File: src/rtl/regfile_writeback_queue.sv
// Write-side front end for the 32x64 register file: clear sweep of R0..R30 after reset,
// then an in-order writeback FIFO draining one write per cycle. Optional macro REGFILE_WB_BYPASS_EN.
module regfile_writeback_queue #(
  parameter int N     = 64,
  parameter int DEPTH = 4
) (
  input  logic                     clock,
  input  logic                     reset,
  input  logic                     in_valid,
  output logic                     in_ready,
  input  logic [4:0]               in_addr,
  input  logic [N-1:0]             in_data,
  input  logic                     wb_hold,
  output logic [4:0]               DA,
  output logic [N-1:0]             D,
  output logic                     W,
  output logic [$clog2(DEPTH):0]   count,
  output logic                     busy
`ifdef REGFILE_WB_BYPASS_EN
  ,
  input  logic [4:0]               SA,
  input  logic [4:0]               SB,
  output logic                     bypA_hit,
  output logic                     bypB_hit,
  output logic [N-1:0]             bypA_data,
  output logic [N-1:0]             bypB_data
`endif
);

  localparam int PW = $clog2(DEPTH);
  localparam int CW = PW + 1;
  localparam logic [4:0] XZR       = 5'd31;
  localparam logic [4:0] SWEEP_END = 5'd30;

  typedef enum logic {S_INIT, S_RUN} state_t;

  state_t          state_q, state_d;
  logic [4:0]      sweep_q, sweep_d;
  logic [PW-1:0]   head_q, tail_q;
  logic [CW-1:0]   count_q;
  logic [4:0]      addr_mem [DEPTH];
  logic [N-1:0]    data_mem [DEPTH];

  logic full, pop, push_acc, push_wr;

  // Control state: FSM and sweep index
  always_ff @(posedge clock) begin
    if (reset) begin
      state_q <= S_INIT;
      sweep_q <= '0;
    end else begin
      state_q <= state_d;
      sweep_q <= sweep_d;
    end
  end

  always_comb begin
    state_d = state_q;
    sweep_d = sweep_q;
    if (state_q == S_INIT) begin
      if (sweep_q == SWEEP_END) begin
        state_d = S_RUN;
        sweep_d = '0;
      end else begin
        sweep_d = sweep_q + 5'd1;
      end
    end
  end

  // in_ready looks only at the registered count, so a full FIFO popping this cycle still refuses
  assign full     = (count_q == CW'(DEPTH));
  assign pop      = !reset && (state_q == S_RUN) && (count_q != '0) && !wb_hold;
  assign push_acc = in_valid && in_ready;
  assign push_wr  = push_acc && (in_addr != XZR);

  always_comb begin
    W        = 1'b0;
    DA       = '0;
    D        = '0;
    in_ready = 1'b0;
    if (!reset) begin
      if (state_q == S_INIT) begin
        W  = 1'b1;
        DA = sweep_q;
      end else begin
        in_ready = !full;
        if (count_q != '0 && !wb_hold) begin
          W  = 1'b1;
          DA = addr_mem[head_q];
          D  = data_mem[head_q];
        end
      end
    end
  end

  assign count = reset ? '0 : count_q;
  assign busy  = reset || (state_q == S_INIT) || (count_q != '0);

  // FIFO pointers and occupancy
  always_ff @(posedge clock) begin
    if (reset) begin
      head_q  <= '0;
      tail_q  <= '0;
      count_q <= '0;
    end else begin
      if (pop)     head_q <= head_q + PW'(1);
      if (push_wr) tail_q <= tail_q + PW'(1);
      case ({push_wr, pop})
        2'b10:   count_q <= count_q + CW'(1);
        2'b01:   count_q <= count_q - CW'(1);
        default: count_q <= count_q;
      endcase
    end
  end

  // FIFO storage carries no reset; occupancy alone defines which entries are live
  always_ff @(posedge clock) begin
    if (push_wr) begin
      addr_mem[tail_q] <= in_addr;
      data_mem[tail_q] <= in_data;
    end
  end

`ifdef REGFILE_WB_BYPASS_EN
  // Scan oldest to youngest so the youngest match overrides; the head counts as live
  function automatic logic [N:0] lookup(input logic [4:0] sa);
    logic [N:0]    r;
    logic [PW-1:0] idx;
    r   = '0;
    idx = '0;
    if (!reset && state_q == S_RUN && sa != XZR) begin
      for (int i = 0; i < DEPTH; i++) begin
        idx = head_q + PW'(i);
        if (CW'(i) < count_q && addr_mem[idx] == sa) r = {1'b1, data_mem[idx]};
      end
    end
    return r;
  endfunction

  always_comb begin
    {bypA_hit, bypA_data} = lookup(SA);
    {bypB_hit, bypB_data} = lookup(SB);
  end
`endif

endmodule

File: config.mk
export PLATFORM = sky130hd
export DESIGN_NAME = regfile_writeback_queue
export DESIGN_NICKNAME = d
export VERILOG_FILES = /design/src/rtl/regfile_writeback_queue.sv
export SDC_FILE = /design/constraint.sdc
export NUM_CORES = 1
export LEC_CHECK = 0
export CAP_MARGIN = 25
export CORE_ASPECT_RATIO = 0.75
export CORE_MARGIN = 2
export CORE_UTILIZATION = 30
export DETAILED_ROUTE_END_ITERATION = 8
export PLACE_DENSITY = 0.46
export REMOVE_ABC_BUFFERS = 1
export SETUP_SLACK_MARGIN = 0.3
export SLEW_MARGIN = 10
export SYNTH_ARGS = -nofsm -noshare
export SYNTH_HDL_FRONTEND = slang
export SYNTH_SLANG_ARGS = --single-unit
File: constraint.sdc
create_clock -name clock -period 9.65 [get_ports clock]
set_clock_uncertainty 0.1 [all_clocks]
set_input_delay 1.93 -clock clock [delete_from_list [all_inputs] [get_ports clock]]
set_output_delay 1.93 -clock clock [all_outputs]
set_load 0.005 [all_outputs]
==> reports/results.ini <==
[outcome]
status = completed

[timing]
min_period_over_period = 0.6962
tns_ns = 0
drv_slew = 0
timing.fmax_ghz = 0.1488
finalSetupViolCount = 0
worst_pin_slew_ns = 0.8098
rsz0062_at_grt = false
relSlewSlack = 0.4601
hold_viol = 0
setup_ws_ns = 2.932
min_period_ns = 6.718

[critical_path]
crit_path_frequent_cell = clkdlybuf4s50_1
cp_max_fo = 71
slowest_delay_ns = 0.76
slowest_stage = clkdlybuf4s50_1
end_kind = output pin
crit_chain = clkdlybuf4s50_1, nand2b_1, nor3_4, buf_4, and2_1, clkdlybuf4s50_1
worstSetupPathType = input pin to output pin
crit_buf_inv = 3
start_kind = input pin
cp.arrival_ns = 4.69
crit_family = buffers and inverters
required_ns = 7.62

[cts]
cts.repair.resized = 0
hold_buffers = 0
insertion_delay_ns = 0.51
path_clk_slew_ns = 0.06
cts-htree-levels = 2
cts.sinks = 291
cts_buffers = 34
cts_setup_buffers = 0
cts_tree = yes
root_buffer = clkbuf_16
cts_buffer_depth = 3

[synth]
synth_top_family_by_area = multiplexers
synthXorXnorAreaFrac = 0.003114
synthArstFlopShare = 0
synth_edf_count = 276
synth-seq-cells = 291
synthCells = 537
yosysSeqAreaShare = 0.7633
synthDistinctLibCells = 36
synth-simple-area-share = 0.05615
synth_compound_area_frac = 0.01268
ys_warn_count = 0
avgSynthCellArea_sq_um = 20.95
syn_area_sq_um = 11250
muxShareOfSynthArea = 0.1381
yosys_most_used_dff = edfxtp_1
synthAdderAreaFrac = 0.009563

[drt]
drc_errors = 0
drt_iter0_drc = 249
vias_per_cell = 4.550
dr.pass1.iters = 4
routed_wl_microns = 24080
drtAntennaViolNets = 0
wl_per_cell_microns = 19.61
num_vias = 5587

[pwr]
p_leak_nw = 4.423
swShare = 0.1878
pwr_density_cell_nw_per_um2 = 184.6
ir_drop_v = 0.0001137
p_clk_frac = 0.459
finalPower_w = 0.002651
p_int_w = 0.002153
comb_power_share = 0.019
power_frac_seq = 0.522
p_sw_w = 0.0004979

[placement]
portBuffers = 147
post_dp_cell_area_sq_um = 13300
post-place-ws_ns = 2.920
hpwl_microns = 14150
gp_congestion = 0.7354

[finish]
fin_nets = 782
antenna_cells = 0
finalCoreUtilization = 0.3879
fin_area_sq_um = 14360
drive_gt1_frac = 0.1809
area_growth_pct = 27.61

[floorplanning]
die-area_sq_um = 39090
core_area_sq_um = 37020
start_util = 0.3040
ios = 148
rows = 61
die_h_microns = 171.7
die_x_microns = 227.6

[global_routing]
antenna_found_initial = 1
track_usage = 0.1253
grt_max_degree = 72
grt_pass1_wl_microns = 36240
grt_pass1_vias = 6081
overflow = 0

[hold_path]
hp-class = register to register

[flow_run]
cap_violations = 0

==> per-layer routing <==
layer / up-vias / share of wire / global-route usage / wire [microns]
met2: 154 / 0.48 / 0.2076 / 11480
met1: 2896 / 0.43 / 0.1615 / 10450
met3: 35 / 0.074 / 0.03604 / 1771
li1: 2502 / - / - / -
met4: 0 / 0.016 / 0.03325 / 377
met5: - / 0 / 0 / 0
==> cells in the mapped netlist (2+ instances only) <==
cell / instances / share of area
a21oi_1: 8 / 0.0036
a32o_1: 4 / 0.0036
and2_1: 65 / 0.036
and3_1: 5 / 0.0028
buf_12: 2 / 0.0036
buf_2: 11 / 0.0049
clkbuf_1: 11 / 0.0037
dfxtp_1: 15 / 0.027
edfxtp_1: 276 / 0.74
ha_1: 7 / 0.0078
inv_1: 11 / 0.0037
mux4_2: 69 / 0.14
nand2_1: 2 / 0.00067
nand3_1: 5 / 0.0022
nor2_1: 18 / 0.0060
nor2b_1: 2 / 0.0011
nor3_1: 2 / 0.00089
o21ai_0: 4 / 0.0018
xnor2_1: 2 / 0.0016
xor2_1: 2 / 0.0016
==> cells by family after synthesis <==
| kind of cell | Yosys count |
|---|---|
| AO/OA/AOI/OAI | 21 |
| adder cells (fa/ha/maj) | 8 |
| multiplexers | 69 |
| AND/OR/NAND/NOR | 107 |
| XOR/XNOR | 4 |
| buffers and inverters | 37 |
| flip-flops | 291 |
==> worst reg2reg max path: cells and delay by family (launching register included) <==
| family | cells | cell delay [ns] |
|---|---|---|
| buffers and inverters | 2 | 0.64 |
| adder cells (fa/ha/maj) | 2 | 0.67 |
| XOR/XNOR | 1 | 0.16 |
| flip-flops | 1 | 0.58 |
| AND/OR/NAND/NOR | 3 | 0.69 |
| AO/OA/AOI/OAI | 1 | 0.16 |
==> flip-flops by register name, indices dropped and copies added (netlist names), named ones only <==
| signal | count |
|---|---|
| count_q | 3 |
| head_q | 2 |
| data_mem | 256 |
| tail_q | 2 |
| state_q | 1 |
| addr_mem | 20 |
| sweep_q | 5 |
==> through the flow <==
stage / hold slack [ns] / instances
after floorplan: 0.3428 / 511
after global placement: 0.3692 / 1168
final: 0.4015 / 1228
after detailed placement: 0.3780 / 1169
after global routing: 0.4338 / 1228
after CTS: 0.3871 / 1228
==> path summary, 6_finish.rpt <==
path	end	cells after the start	slack [ns]	start
hold reg to reg	sweep_q[4]	2	0.40	sweep_q[4]
setup reg to reg	count_q[2]	9	6.56	state_q
hold / removal	sweep_q[4]	2	0.40	sweep_q[4]
setup / recovery	D[38]	6	2.93	reset
==> cell usage in the layout (no fill, tap or decap), types with 2 or more instances in the layout <==
| cell | count |
|---|---|
| clkinv_2 | 5 |
| clkinvlp_4 | 2 |
| nand2_1 | 2 |
| a21oi_1 | 8 |
| nor2b_1 | 2 |
| xnor2_1 | 2 |
| and2_1 | 65 |
| dfxtp_4 | 2 |
| and3_4 | 4 |
| o21ai_0 | 4 |
| inv_1 | 11 |
| xor2_1 | 2 |
| buf_4 | 6 |
| mux4_2 | 69 |
| ha_1 | 7 |
| dfxtp_1 | 13 |
| nor3_1 | 2 |
| clkbuf_1 | 7 |
| clkdlybuf4s50_1 | 147 |
| bufinv_16 | 3 |
| nor2_1 | 18 |
| clkbuf_16 | 35 |
| clkinv_1 | 6 |
| a32o_1 | 4 |
| nand3_1 | 5 |
| edfxtp_1 | 276 |
==> final cells by class <==
type                            instances  area [sq um]
Clock inverter                         17         161.4
Timing Repair Buffer                  154          1536
Sequential cell                       291          8596
Clock buffer                           42         902.1
Tap cell                              504         630.6
Inverter                               11         41.29
Fill cell                            3369         22660
Multi-Input combinational cell        209          2491
==> power groups by stage <==
stage / clock network (W) / logic, W / registers, W
6_report: 0.00122 / 0.0000510 / 0.00138
5_1_grt: 0.00131 / 0.0000553 / 0.00138
4_1_cts: 0.00126 / 0.0000512 / 0.00138
3_5_place_dp: 0 / 0.0000508 / 0.00141
3_3_place_gp: 0 / 0.0000472 / 0.00141
2_1_floorplan: 0 / 0.00000451 / 0.00141
Power figures use the tool's default switching activity.
